`src/rtl/aes_ctr_sched.sv`:
```
// ---------------------------------------------------------------------------
// aes_ctr_sched
//
// Round-robin scheduler that time-shares one aes_ctr_core between NUM_CH
// independent block streams. Each channel owns a key, a running 128-bit
// counter and a context-valid flag. A channel is granted for a whole packet.
// The core is reloaded with that channel's key and current counter through a
// one-cycle start pulse. The channel's blocks are then forwarded to the core,
// and the results come back tagged with the channel id.
//
// Handshake semantics: every valid/ready pair transfers one beat on a rising
// clk edge where both are high. A source holds its payload stable while
// valid is high and ready is low. Ready may depend combinationally on valid.
//
// Ports
//   clk, rst            clock, synchronous active-high reset
//   cfg_*               per-channel context write (key, initial counter)
//   s_*                 NUM_CH input block streams, channel c at slice c
//   m_*                 tagged result stream (m_ch = producing channel)
//   core_start/key/iv   reload interface of the shared core
//   core_in_*           blocks towards the core
//   core_out_*          results from the core
//   busy, grant_ch      packet in progress / channel owning the core
//   fsm_state           scheduler state (0 idle, 1 load, 2 run)
// ---------------------------------------------------------------------------
module aes_ctr_sched #(
    parameter int NUM_CH = 4,
    parameter int CH_W   = 2
) (
    input  logic                  clk,
    input  logic                  rst,
    input  logic                  cfg_we,
    output logic                  cfg_ready,
    input  logic [CH_W-1:0]       cfg_ch,
    input  logic [127:0]          cfg_key,
    input  logic [127:0]          cfg_iv,
    input  logic [NUM_CH-1:0]     s_valid,
    output logic [NUM_CH-1:0]     s_ready,
    input  logic [NUM_CH*128-1:0] s_data,
    input  logic [NUM_CH*16-1:0]  s_keep,
    input  logic [NUM_CH-1:0]     s_last,
    output logic                  m_valid,
    input  logic                  m_ready,
    output logic [127:0]          m_data,
    output logic [15:0]           m_keep,
    output logic                  m_last,
    output logic [CH_W-1:0]       m_ch,
    output logic                  core_start,
    output logic [127:0]          core_key,
    output logic [127:0]          core_iv,
    output logic                  core_in_valid,
    input  logic                  core_in_ready,
    output logic [127:0]          core_in_data,
    output logic [15:0]           core_in_keep,
    output logic                  core_in_last,
    input  logic                  core_out_valid,
    output logic                  core_out_ready,
    input  logic [127:0]          core_out_data,
    input  logic [15:0]           core_out_keep,
    input  logic                  core_out_last,
    output logic                  busy,
    output logic [CH_W-1:0]       grant_ch,
    output logic [1:0]            fsm_state
);

    typedef enum logic [1:0] {
        ST_IDLE = 2'd0,
        ST_LOAD = 2'd1,
        ST_RUN  = 2'd2
    } state_t;

    state_t state, state_nxt;

    logic [127:0]      key_r [NUM_CH];
    logic [127:0]      ctr_r [NUM_CH];
    logic [NUM_CH-1:0] ctx_vld;
    logic [CH_W-1:0]   rr_ptr;

    logic [NUM_CH-1:0] eligible;
    logic              pick_found;
    logic [CH_W-1:0]   pick_ch;
    logic [CH_W-1:0]   cand;
    int                cand_int;
    logic              out_hs;
    logic              cfg_hit;
    logic [CH_W-1:0]   rr_nxt;

    // Only channels that both request and hold a context may win.
    assign eligible = s_valid & ctx_vld;

    // First eligible channel at or after rr_ptr, wrapping at NUM_CH.
    always_comb begin
        pick_found = 1'b0;
        pick_ch    = '0;
        cand       = '0;
        cand_int   = 0;
        for (int i = 0; i < NUM_CH; i++) begin
            cand_int = int'(rr_ptr) + i;
            if (cand_int >= NUM_CH) begin
                cand_int = cand_int - NUM_CH;
            end
            cand = CH_W'(cand_int);
            if (!pick_found && eligible[cand]) begin
                pick_found = 1'b1;
                pick_ch    = cand;
            end
        end
    end

    assign out_hs  = (state == ST_RUN) && core_out_valid && m_ready;
    assign rr_nxt  = (int'(grant_ch) == NUM_CH - 1) ? '0 : grant_ch + CH_W'(1);

    // Writing the granted channel mid-packet is refused so core_key and the
    // counter being advanced stay coherent for the whole packet.
    assign cfg_ready = !(busy && (cfg_ch == grant_ch));
    assign cfg_hit   = cfg_we && cfg_ready && (int'(cfg_ch) < NUM_CH);

    // State register and per-channel context.
    always_ff @(posedge clk) begin
        if (rst) begin
            state    <= ST_IDLE;
            ctx_vld  <= '0;
            rr_ptr   <= '0;
            grant_ch <= '0;
            busy     <= 1'b0;
            for (int c = 0; c < NUM_CH; c++) begin
                key_r[c] <= '0;
                ctr_r[c] <= '0;
            end
        end else begin
            state <= state_nxt;
            if (cfg_hit) begin
                key_r[cfg_ch]   <= cfg_key;
                ctr_r[cfg_ch]   <= cfg_iv;
                ctx_vld[cfg_ch] <= 1'b1;
            end
            if (state == ST_IDLE && pick_found) begin
                grant_ch <= pick_ch;
                busy     <= 1'b1;
            end
            // Counter tracks results delivered, so a following packet on the
            // same channel resumes at the next unused counter value.
            if (out_hs) begin
                ctr_r[grant_ch] <= ctr_r[grant_ch] + 128'd1;
                if (core_out_last) begin
                    rr_ptr <= rr_nxt;
                    busy   <= 1'b0;
                end
            end
        end
    end

    // Next-state logic.
    always_comb begin
        state_nxt = state;
        case (state)
            ST_IDLE: if (pick_found) state_nxt = ST_LOAD;
            ST_LOAD: state_nxt = ST_RUN;
            ST_RUN:  if (out_hs && core_out_last) state_nxt = ST_IDLE;
            default: state_nxt = ST_IDLE;
        endcase
    end

    // Output logic: all data paths are purely combinational in RUN.
    always_comb begin
        core_start     = 1'b0;
        core_in_valid  = 1'b0;
        core_in_data   = '0;
        core_in_keep   = '0;
        core_in_last   = 1'b0;
        s_ready        = '0;
        m_valid        = 1'b0;
        m_data         = '0;
        m_keep         = '0;
        m_last         = 1'b0;
        core_out_ready = 1'b0;
        case (state)
            ST_LOAD: core_start = 1'b1;
            ST_RUN: begin
                core_in_valid     = s_valid[grant_ch];
                s_ready[grant_ch] = core_in_ready;
                for (int c = 0; c < NUM_CH; c++) begin
                    if (grant_ch == CH_W'(c)) begin
                        core_in_data = s_data[c*128 +: 128];
                        core_in_keep = s_keep[c*16 +: 16];
                        core_in_last = s_last[c];
                    end
                end
                m_valid        = core_out_valid;
                m_data         = core_out_data;
                m_keep         = core_out_keep;
                m_last         = core_out_last;
                core_out_ready = m_ready;
            end
            default: ;
        endcase
    end

    assign core_key  = key_r[grant_ch];
    assign core_iv   = ctr_r[grant_ch];
    assign m_ch      = grant_ch;
    assign fsm_state = state;

endmodule

```
`config.mk`:
```
export PLATFORM = sky130hd
export DESIGN_NAME = aes_ctr_sched
export DESIGN_NICKNAME = d
export VERILOG_FILES = /design/src/rtl/aes_ctr_sched.sv
export SDC_FILE = /design/constraint.sdc
export NUM_CORES = 2
export LEC_CHECK = 0
export CAP_MARGIN = 20
export CORE_AREA = 2 2 602 604
export CTS_BUF_LIST = sky130_fd_sc_hd__clkbuf_2
export CTS_CLUSTER_DIAMETER = 80
export DETAILED_ROUTE_END_ITERATION = 8
export DIE_AREA = 0 0 604 606
export PLACE_DENSITY = 0.45
export SLEW_MARGIN = 20
export SYNTH_ARGS = -nofsm -noshare
export SYNTH_HDL_FRONTEND = slang
export SYNTH_SLANG_ARGS = --single-unit
```
`constraint.sdc`:
```
create_clock -name clk -period 10.73 [get_ports clk]
set_input_delay 2.146 -clock clk [delete_from_list [all_inputs] [get_ports clk]]
set_output_delay 2.146 -clock clk [all_outputs]
set_load 0.005 [all_outputs]
```
### Word-level counts from Yosys, hierarchy flattened

Memories as Yosys holds them, arrays and structs flattened. A register that Yosys moved wholly into a read port is not among the register bits.
Index checks and enable logic that the tools add are counted.

| word-level totals | value |
|---|---|
| input port bits | 993 |
| output and inout port bits | 562 |
| memories | 2 |
| word-level logic and storage cells | 139 |
| memory bits (writable) | 1024 |
| bits in registers | 11 |

Memories:

| name | words | bits a word | read ports | clocked after memory_dff | write ports | RTL line | text |
|---|---|---|---|---|---|---|---|
| ctr_r | 4 | 128 | 1 | 1 | 4 | 75 | `logic [127:0] ctr_r [NUM_CH];` |
| key_r | 4 | 128 | 1 | 1 | 4 | 74 | `logic [127:0] key_r [NUM_CH];` |

| cells by class | value |
|---|---|
| order comparisons | 12 |
| $add $sub $neg | 9 |
| reduce and logical (&&, ||, !) cells | 22 |
| mux-type cells | 77 |
| equality and inequality tests | 9 |
| bitwise logic cells | 3 |

Operators with widths:

| cell | count |
|---|---|
| $mux 128 | 9 |
| $reduce_or 128->1 | 3 |
| $add 128x1->128 const B | 1 |
| $mux 16 | 6 |
| $mux 2 | 18 |
| $mux 1 | 35 |
| $lt 2x3->1 const B | 6 |
| $logic_and 1x1->1 | 11 |
| $bmux 1 s2 | 5 |
| $ge 3x3->1 const B | 3 |
| $and 4x4->4 | 2 |
| $sub 2x1->2 const B | 4 |
| $add 2x2->3 const B | 2 |
| $eq 2x1->1 const B | 3 |
| $eq 2x2->1 const B | 3 |
| $pmux 2 s3 | 1 |
| $demux 1 s2 | 2 |
| $ge 2x1->1 const B | 2 |
| $logic_not 1->1 | 4 |
| $logic_not 2->1 | 2 |
| $mux 4 | 1 |
| $or 4x4->4 | 1 |
| $reduce_and 2->1 | 2 |
| $add 2x1->3 const B | 1 |
| other kinds (5) | 5 |

### Longest topological paths before layout

| logic depth | value |
|---|---|
| depth in word-level cells | 18 |
| depth in mapped cells | 13 |
| mapped depth without buffers | 9 |

### Worst setup path before layout

Ideal clock, no wire load.

| path | value |
|---|---|
| kind | input to register |
| start point | input port cfg_ch[1] |
| end point | memory ctr_r[3][0], enable pin |
| library setup time | 508 ps |
| arrival | 7608 ps |
| path buffers | 1 |
| data required time | 10222 ps |
| stages on the path | 6 |
| setup slack | 2615 ps |
| cells stage by stage | clkbuf_1 -> xnor2_1 -> nand3_1 -> and4_1 -> or2_2 -> nand2b_1 |

RTL lines:

| item | RTL line | text |
|---|---|---|
| start: declaration | 34 | `input logic [CH_W-1:0] cfg_ch,` |
| end: declaration | 75 |  |

### Worst setup path after layout

| path | value |
|---|---|
| start point | register grant_ch[0] |
| end point | output port core_in_data[117] |

| between the ends | value |
|---|---|
| cells in the longest elaborated chain, start to end | 6 |
| elaborated cells on any way between the ends | 9 |
| classes of those cells | eq/ne (3); mux (5); reduce/logical (1) |

RTL lines:

| item | RTL line | text |
|---|---|---|
| start: declaration | 62 | `output logic [CH_W-1:0] grant_ch,` |
| start signal: assignment | 138 | `grant_ch <= pick_ch;` |
| $logic_not 2->1 | 183 | `if (grant_ch == CH_W'(c)) begin` |
| $mux 128 (3 in a row) | 183 |  |
| $mux 128 * | 183 |  |
| $mux 128 * | 177 | `case (state)` |
| end: declaration | 53 | `output logic [127:0] core_in_data,` |

Every way passes the cells marked *; elsewhere a longest branch is shown, timed or not.

==> run_results.csv <==
group,metric,value,unit
outcome,status,"completed",
yosys,synth-xor-area-share,0.0198,
critical_path,crit_fanout,106,
critical_path,crit_end,"core_in_data[117]",
critical_path,crit_family,"buffers and inverters",
yosys,synth_top_family_by_area,"simple AND/OR/NAND/NOR gates",
power,p_leak,0.0264,uW
yosys,synth_mux_area_frac,0.105,
hold_path,hp-class,"reg2reg",
floorplan,die_area,366000,um2
global_routing,overflow,0,
routing,drt_iter0_markers,5832,
yosys,avgSynthCellArea,11.7,um2
placement,port_buffers,1554,
timing,drv_slew,0,
clock_tree,numCtsBuffers,302,
clock_tree,post_cts_buffers,0,
global_routing,grt_max_degree,156,
cells_and_area,syn2layout_area_growth,43.5,%
cells_and_area,nNetsFinal,7275,
routing,wl,458,mm
floorplan,die_h,606,um
yosys,synth_area,55900,um2
timing,layout_min_cycle_time,8.63,ns
floorplan,rows,221,
timing,slew_headroom,0.102,
critical_path,critPathSlowestCell,"buf_4",
yosys,netlist_instances,4755,
cells_and_area,drive_above_1_share,0.140,
timing,timing.final.crit_share,0.804,
timing,fmax,0.116,GHz
routing,viasPerCell,4.53,
critical_path,critPathCaptureType,"output pin",
timing,setup_viol,0,
critical_path,worst-path-buf-inv,3,
placement,dpl.cell_count,10766,
clock_tree,root_buffer,"clkbuf_2",
yosys,yosys.area_share.adder,0.00112,
routing,drc,0,
clock_tree,ctsHoldBuffers,0,
power,power_density,122,nW/um2
timing,hold_viol,0,
yosys,synth_seq_cells,1037,
timing,rsz0062_at_grt,"false",
placement,dp.final_hpwl,361,mm
global_routing,grtUsageTotal,0.240,
yosys,synth-edff-count,1024,
clock_tree,clk_latency,1.74,ns
global_routing,grt_pass1_wl,563,mm
clock_tree,cts_tree,"done",
critical_path,crit_path_start_kind,"flip-flop",
timing,tightestPinTransition,1.35,ns
critical_path,worstPathArrival,6.48,ns
clock_tree,cts_resized,0,
critical_path,critPathLaunch,"grant_ch[0]",
routing,vias,52539,
routing,wl_per_cell,39.5,um
yosys,syn_nets,5753,
clock_tree,cts_buffer_depth,4,
critical_path,slowest_delay,0.87,ns
routing,detail-route-antenna-nets,0,
global_routing,grt_pass1_vias,50098,
critical_path,r2r_slack,4.80,ns
floorplan,start_util,0.155,
yosys,async_flop_share,0,
placement,gp_congestion,1.06,
cells_and_area,finalNonFillerCells,11588,
critical_path,critical_path_depth,6,
yosys,synthSimpleGateAreaFrac,0.185,
critical_path,path_cells,"ha_4 > buf_12 > buf_4 > a21oi_1 > nor2_1 > clkdlybuf4s50_1",
yosys,synth.distinct_cells,63,
yosys,ys_seq_area_frac,0.555,
clock_tree,clkTransAtPathRegs,0.09,ns
floorplan,fp.dieW,604,um
clock_tree,cts_sinks,1037,
cells_and_area,final_util,0.223,
critical_path,cp.required,8.58,ns
timing,skew,0.209,ns
global_routing,grt_antenna_before_repair,370,
critical_path,crit_type,"reg2out",
critical_path,r2r-end,"ctr_r[0][103]",
power,max-vdd-ir-drop,0.0636,mV
yosys,ys_dominant_reg_cell,"edfxtp_1",
job,max_cap_violations,0,
yosys,synth-compound-area-share,0.100,
timing,final.setup.tns,0,ns
routing,drt_pass1_iterations,6,
floorplan,core,360000,um2
yosys,yosys_warnings,0,
power,total_power,9810,uW
critical_path,r2r_cells,8,
floorplan,io_pins,1555,
clock_tree,htree_levels,5,
==> Yosys cell counts, types with 11 or more instances <==
| master | number | area (um2) |
|---|---|---|
| nor2_1 | 496 | 1860 |
| nand4_2 | 11 | 138 |
| nor4_2 | 19 | 238 |
| mux4_2 | 254 | 5720 |
| buf_2 | 17 | 85.1 |
| nand2_1 | 196 | 736 |
| buf_1 | 37 | 139 |
| and2_1 | 673 | 4210 |
| o22ai_1 | 274 | 1710 |
| clkbuf_1 | 338 | 1270 |
| edfxtp_1 | 1024 | 30700 |
| or3_1 | 37 | 231 |
| o21ai_0 | 204 | 1020 |
| xor2_1 | 24 | 210 |
| buf_4 | 11 | 82.6 |
| xnor2_1 | 102 | 893 |
| a22oi_1 | 145 | 1090 |
| inv_1 | 27 | 101 |
| dfxtp_1 | 13 | 260 |
| nand3_1 | 189 | 946 |
| nor4_1 | 42 | 263 |
| nor3_1 | 51 | 255 |
| a21oi_1 | 296 | 1480 |
| nand4_1 | 128 | 801 |
| o21ai_1 | 29 | 145 |
==> placed cells by master (no fill, tap or decap), types with 204 or more instances in the layout <==
| cell type | synthesis | layout |
|---|---|---|
| o21ai_0 | 204 | 204 |
| and2_1 | 673 | 673 |
| diode_2 | 0 | 307 |
| clkdlybuf4s50_1 | 0 | 1553 |
| o22ai_1 | 274 | 274 |
| mux4_2 | 254 | 254 |
| edfxtp_1 | 1024 | 1024 |
| clkbuf_2 | 0 | 443 |
| a21oi_1 | 296 | 286 |
| nor2_1 | 496 | 495 |
==> worst min path at each step <==
stage,start,end,slack (ns),depth (start not counted)
after floorplan,ctx_vld[3],ctx_vld[3],0.43,2
after global placement,ctx_vld[1],ctx_vld[1],0.46,2
after detailed placement,ctx_vld[1],ctx_vld[1],0.47,2
after CTS,ctx_vld[1],ctx_vld[1],0.48,2
after global routing,ctx_vld[2],ctx_vld[2],0.53,2
final,ctx_vld[1],ctx_vld[1],0.48,2
==> layout make-up <==
cell class	count	area, um2
repair buffers	1639	16400
diodes	307	768
inverters	27	101
flip-flops and latches	1037	31000
fillers	39050	280000
multi-input cells	3270	23200
clock buffers	443	2220
well taps	4794	6000
clock inverters	71	497
==> routing by layer <==
metal | up-vias | GRT usage | wire (um)
met1 | 26329 | 0.257 | 156000
met2 | 3464 | 0.386 | 213000
met3 | 999 | 0.0840 | 49100
met5 | - | 0 | 635
li1 | 21649 | - | -
met4 | 98 | 0.190 | 40300
==> registers in the layout (all words and copies together) (netlist names), named ones only <==
| register | count |
|---|---|
| fsm_state | 2 |
| busy | 1 |
| ctx_vld | 4 |
| rr_ptr | 2 |
| grant_ch | 2 |
| ctr_r | 512 |
| key_r | 512 |
==> power breakdown <==
part	total [uW]	internal (uW)	switching (uW)
Combinational	1940	801	1140
Clock	3130	1260	1870
Sequential	4740	4680	57.7
==> kinds of logic after synthesis <==
logic type                 after synthesis
and+or+nand+nor                       1909
DFF                                   1037
adders and majority gates                5
AOI/OAI and AO/OA                      969
xor gates and xnor gates               126
buffers and inverters                  448
muxes                                  261
==> worst min-delay path: cells and delay by family, from the launching register on <==
| family | cells | cell delay [ns] |
|---|---|---|
| DFF | 1 | 0.33 |
| buffers and inverters | 1 | 0.04 |
| AOI/OAI and AO/OA | 1 | 0.07 |
==> metrics by stage <==
step	cell area, um2	setup slack (ns)	hold slack (ns)
final	80200	2.10	0.482
after global routing	79800	1.96	0.527
after CTS	79400	1.68	0.476
after detailed placement	76700	3.24	0.467
after global placement	76600	2.71	0.460
after floorplan	55900	2.61	0.432
Power figures use the tool's default switching activity.
